### config.mk
export PLATFORM = sky130hd
export DESIGN_NAME = dt_tick_pixel_scheduler
export DESIGN_NICKNAME = d
export VERILOG_FILES = /design/src/rtl/dt_tick_pixel_scheduler.sv
export SDC_FILE = /design/constraint.sdc
export NUM_CORES = 1
export LEC_CHECK = 0
export CAP_MARGIN = 30
export CORE_MARGIN = 2
export CORE_UTILIZATION = 56
export DETAILED_ROUTE_END_ITERATION = 6
export PLACE_DENSITY = 0.79
export SETUP_SLACK_MARGIN = 0.1
export SLEW_MARGIN = 10
export SYNTH_ARGS = -nofsm -noshare
export SYNTH_HDL_FRONTEND = slang
export SYNTH_SLANG_ARGS = --single-unit
### constraint.sdc
create_clock -name clk_i -period 5 [get_ports clk_i]
set_clock_uncertainty 0.2 [all_clocks]
set_input_delay 1 -clock clk_i [delete_from_list [all_inputs] [get_ports clk_i]]
set_output_delay 1 -clock clk_i [all_outputs]
set_load 0.005 [all_outputs]
### src/rtl/dt_tick_pixel_scheduler.sv
// dt_tick_pixel_scheduler: buffers per-point tick intervals and replays them as a
// train of pixel strobes after each line-start pulse.
module dt_tick_pixel_scheduler #(
  parameter int POINTS_PER_LINE_P = 360,
  parameter int FIFO_DEPTH_P = 16,
  parameter int DT_W_P = 16
) (
  input  logic clk_i,
  input  logic nrst_i,
  input  logic dt_ticks_valid_i,
  input  logic [DT_W_P-1:0] dt_ticks_i,
  output logic dt_ticks_ready_o,
  input  logic line_start_i,
  output logic pixel_strobe_o,
  output logic [$clog2(POINTS_PER_LINE_P)-1:0] pixel_idx_o,
  output logic line_busy_o,
  output logic line_done_o,
  output logic underrun_o,
  output logic [$clog2(FIFO_DEPTH_P):0] fifo_level_o
);
  localparam int IW = $clog2(POINTS_PER_LINE_P);
  localparam int AW = $clog2(FIFO_DEPTH_P);
  localparam logic [1:0] IDLE = 2'd0, LOAD = 2'd1, COUNT = 2'd2, DONE = 2'd3;
  localparam logic [IW-1:0] LAST = IW'(POINTS_PER_LINE_P - 1);
  logic [DT_W_P-1:0] mem [FIFO_DEPTH_P];
  logic [AW:0] wr_ptr, rd_ptr;
  logic [1:0] state;
  logic [DT_W_P-1:0] cnt, head, d_eff;
  logic [IW-1:0] idx, nidx;
  logic push, pop, empty, start, expire, want, last_load;
  assign fifo_level_o = wr_ptr - rd_ptr;
  assign dt_ticks_ready_o = !fifo_level_o[AW];
  assign empty = fifo_level_o == '0;
  assign push = dt_ticks_valid_i && dt_ticks_ready_o;
  assign head = mem[rd_ptr[AW-1:0]];
  assign d_eff = head == '0 ? DT_W_P'(1) : head;
  // cnt==0 in COUNT marks the cycle the strobe is visible; the next interval loads then
  always_comb begin
    start = state == IDLE && line_start_i && !line_done_o;
    expire = state == COUNT && cnt == '0;
    want = start || state == LOAD || expire;
    pop = want && !empty;
    nidx = start ? '0 : expire ? idx + IW'(1) : idx;
    last_load = d_eff == DT_W_P'(1) && nidx == LAST;
  end
  always_ff @(posedge clk_i) begin
    if (push) mem[wr_ptr[AW-1:0]] <= dt_ticks_i;
  end
  always_ff @(posedge clk_i or negedge nrst_i) begin
    if (!nrst_i) begin
      wr_ptr <= '0;
      rd_ptr <= '0;
    end else begin
      if (push) wr_ptr <= wr_ptr + (AW+1)'(1);
      if (pop) rd_ptr <= rd_ptr + (AW+1)'(1);
    end
  end
  always_ff @(posedge clk_i or negedge nrst_i) begin
    if (!nrst_i) begin
      state <= IDLE;
      cnt <= '0;
      idx <= '0;
      pixel_strobe_o <= 1'b0;
      pixel_idx_o <= '0;
      line_busy_o <= 1'b0;
      line_done_o <= 1'b0;
      underrun_o <= 1'b0;
    end else begin
      pixel_strobe_o <= 1'b0;
      line_done_o <= 1'b0;
      if (start) begin
        line_busy_o <= 1'b1;
        pixel_idx_o <= '0;
      end
      if (want) begin
        idx <= nidx;
        if (pop) begin
          cnt <= d_eff - DT_W_P'(1);
          state <= last_load ? DONE : COUNT;
          if (d_eff == DT_W_P'(1)) begin
            pixel_strobe_o <= 1'b1;
            pixel_idx_o <= nidx;
          end
        end else begin
          underrun_o <= 1'b1;
          state <= LOAD;
        end
      end else if (state == COUNT) begin
        cnt <= cnt - DT_W_P'(1);
        if (cnt == DT_W_P'(1)) begin
          pixel_strobe_o <= 1'b1;
          pixel_idx_o <= idx;
          if (idx == LAST) state <= DONE;
        end
      end else if (state == DONE) begin
        line_done_o <= 1'b1;
        line_busy_o <= 1'b0;
        state <= IDLE;
      end
    end
  end
endmodule

==> flow_summary_export.csv <==
group,metric,value,unit
run_status,outcome,"complete, no violations",
yosys,syn_inst,813,
placed_design,io_buffer_count,38,
sta,finalHoldViolCount,0,
global_routing,grt_overflow,0,
job,drv_cap,0,
floorplan,die_h,157.6,um
yosys,syn_area,13210,um^2
clock_tree,cts_setup_buffers,0,
sta,rsz0062_at_grt,"no",
floorplan,rows,56,
routing,first_iter_violations,786,
setup_path,crit_fanout,38,
floorplan,coreArea,23330,um^2
yosys,synth.distinct_cells,67,
setup_path,path_class,"flip-flop to flip-flop",
sta,worst_pin_slew,0.9314,ns
cells_and_area,antenna_cells,0,
cells_and_area,layout.filler_cells,1593,
clock_tree,cts.reportedPaths.clkPinSlew,0.07,ns
yosys,synth_warnings,0,
routing,vias,7615,
sta,fmaxAchievable,218.0,MHz
clock_tree,cts_buffers,29,
sta,final_max_slew_viol_count,0,
routing,drc_errors,0,
hold_path,worstHoldPathType,"primary input to async pin",
placed_design,preCtsSetupSlack,0.4171,ns
global_routing,grt_max_degree,39,
clock_tree,ctsResizeCount,0,
pwr,p_leak,5.401,nW
floorplan,start_util,56.60,%
clock_tree,clock_latency,0.57,ns
sta,fin_ws,0.4138,ns
cells_and_area,fin_area,15070,um^2
yosys,avgSynthCellArea,16.24,um^2
clock_tree,cts_max_level,1,
pwr,peakVddDrop,0.3213,mV
clock_tree,cts.sinks,306,
pwr,power.total,5.896,mW
routing,drt_first_pass_iters,5,
placed_design,gp_congestion,0.8845,
sta,fin_crit,4.586,ns
clock_tree,cts_hold_buf,0,
yosys,synth_edf_count,256,
clock_tree,clk_path_buf_depth,3,
global_routing,grt_pass1_vias,7514,
sta,setup_tns,0,ns
yosys,yosysSeqAreaShare,67.68,%
routing,ant_nets,0,
cells_and_area,post-route-util,64.60,%
pwr,powerDensity,391.2,nW/um^2
setup_path,crit_arrival,4.83,ns
cells_and_area,drive_gt1_share,19.07,%
setup_path,critPathCaptureType,"flip-flop",
floorplan,dieArea,24830,um^2
routing,viasPerCell,6.237,
yosys,synth-seq-cells,306,
sta,period_share,91.72,%
sta,slew_headroom,37.91,%
yosys,syn_nets,848,
sta,finalSetupViolCount,0,
setup_path,required,5.24,ns
routing,wl_per_cell,23.86,um
global_routing,antenna_found_initial,0,
placed_design,placed_area,14120,um^2
placed_design,post-dp-hpwl,17.46,mm
setup_path,cp-start-kind,"flip-flop",
yosys,async_flop_share,16.34,%
floorplan,die_w,157.6,um
yosys,synthFlopType,"edfxtp_1",
cells_and_area,nNetsFinal,915,
global_routing,grt_pass1_wl,44.82,mm
floorplan,pin_count,39,
clock_tree,cts-root-buf,"clkbuf_16",
routing,routed_wl,29.13,mm
global_routing,grt_usage,24.49,%
clock_tree,cts_tree,"done",
cells_and_area,syn_to_final_growth,14.13,%
[worst max-delay path, stage by stage, from the launching register on]
cell and delay, ns:
dfrtp_2 0.98, buf_4 0.41, mux4_2 0.33, a22oi_1 0.20
nand2_1 0.18, or2_1 0.31, nor4_2 0.35, nand2_1 0.16
o21bai_1 0.25, ha_1 0.23, nand3_2 0.32, mux2i_1 0.23
a221o_1 0.30
[sequential cells by signal (all words and copies together) (netlist names)]
signal	count
underrun_o	1
idx	9
pixel_idx_o	9
wr_ptr	5
line_busy_o	1
line_done_o	1
pixel_strobe_o	1
rd_ptr	5
mem	256
cnt	16
state	2
[through the flow]
stage / hold slack [ns] / cells
6_report: 0.1798 / 1221
5_1_grt: 0.2235 / 1221
4_1_cts: 0.1792 / 1221
3_5_place_dp: 0.2517 / 1168
3_3_place_gp: 0.2486 / 1168
2_1_floorplan: 0.2501 / 813
[layout make-up]
cell class | instances | area [um^2] | share of cell area [%]
clock buffers | 33 | 740.7 | 4.914
clock inverters | 20 | 206.4 | 1.370
inverters | 28 | 105.1 | 0.6973
multi-input cells | 443 | 4009 | 26.60
flip-flops and latches | 306 | 8944 | 59.34
well taps | 319 | 399.1 | 2.648
repair buffers | 72 | 668.1 | 4.433
[final timing paths]
kind                       depth (start not counted)             end  slack [ns]  startpoint
setup / recovery                                  12  pixel_idx_o[1]        0.41   rd_ptr[1]
hold / removal                                     1          idx[1]        0.18      nrst_i
setup reg to reg                                  12  pixel_idx_o[1]        0.41   rd_ptr[1]
hold reg to reg                                    1      underrun_o        0.26  underrun_o
max in group asynchronous                          2       rd_ptr[0]        3.62      nrst_i
min in group clk_i                                 1      underrun_o        0.26  underrun_o
[layout by cell type (no fill, tap or decap), types with 5 or more instances in the layout]
master / instances
a21oi_1: 23
a221o_1: 7
a221oi_1: 8
a22o_1: 7
and2_1: 10
and3_1: 9
buf_4: 31
clkbuf_16: 29
clkdlybuf4s50_1: 37
clkinv_1: 9
clkinv_2: 5
dfrtp_1: 48
edfxtp_1: 256
ha_1: 14
inv_1: 27
mux2i_1: 29
mux4_2: 59
nand2_1: 43
nand2b_1: 7
nand3_1: 13
nand4_1: 8
nor2_1: 41
nor2_2: 5
nor2b_1: 7
nor3_1: 11
nor3_2: 6
nor4_1: 8
nor4_2: 6
o21ai_0: 17
o21ai_1: 7
o22ai_1: 7
or2_2: 6
xnor2_1: 16
xor2_1: 11
[per-layer routing]
metal  GRT usage (%)  up-vias  share of wire (%)
li1                -     3342                  -
met1           33.80     3829                 39
met2           39.90      366                 49
met3           3.524       78                7.5
met4           9.610        0                4.2
met5               0        -                  0
[cells in the mapped netlist (all sizes together) (15+ instances only)]
| cell type | count | area (um^2) |
|---|---|---|
| edfxtp | 256 | 7687 |
| mux4 | 59 | 1329 |
| dfrtp | 50 | 1251 |
| nor2 | 46 | 175.2 |
| nand2 | 43 | 161.4 |
| mux2i | 29 | 290.3 |
| inv | 28 | 105.1 |
| o21ai | 24 | 120.1 |
| a21oi | 23 | 115.1 |
| buf | 20 | 148.9 |
| nor3 | 17 | 95.09 |
| clkbuf | 16 | 60.06 |
| xnor2 | 16 | 140.1 |
| nand3 | 15 | 85.08 |
[cells by family after synthesis]
kind of cell / count (synthesis) / synth area share [%]
DFF: 306 / 67.68
and+or+nand+nor: 198 / 7.797
AOI/OAI and AO/OA: 111 / 6.272
muxes: 92 / 12.60
buffers and inverters: 64 / 2.378
xor gates and xnor gates: 27 / 1.791
adders and majority gates: 15 / 1.478
[where the power goes]
group          switching (mW)  internal [mW]
combinational           0.397          0.257
sequential             0.0863           2.96
clock                   0.928           1.27
total                    1.41           4.48
(Power assumes the default switching activity.)
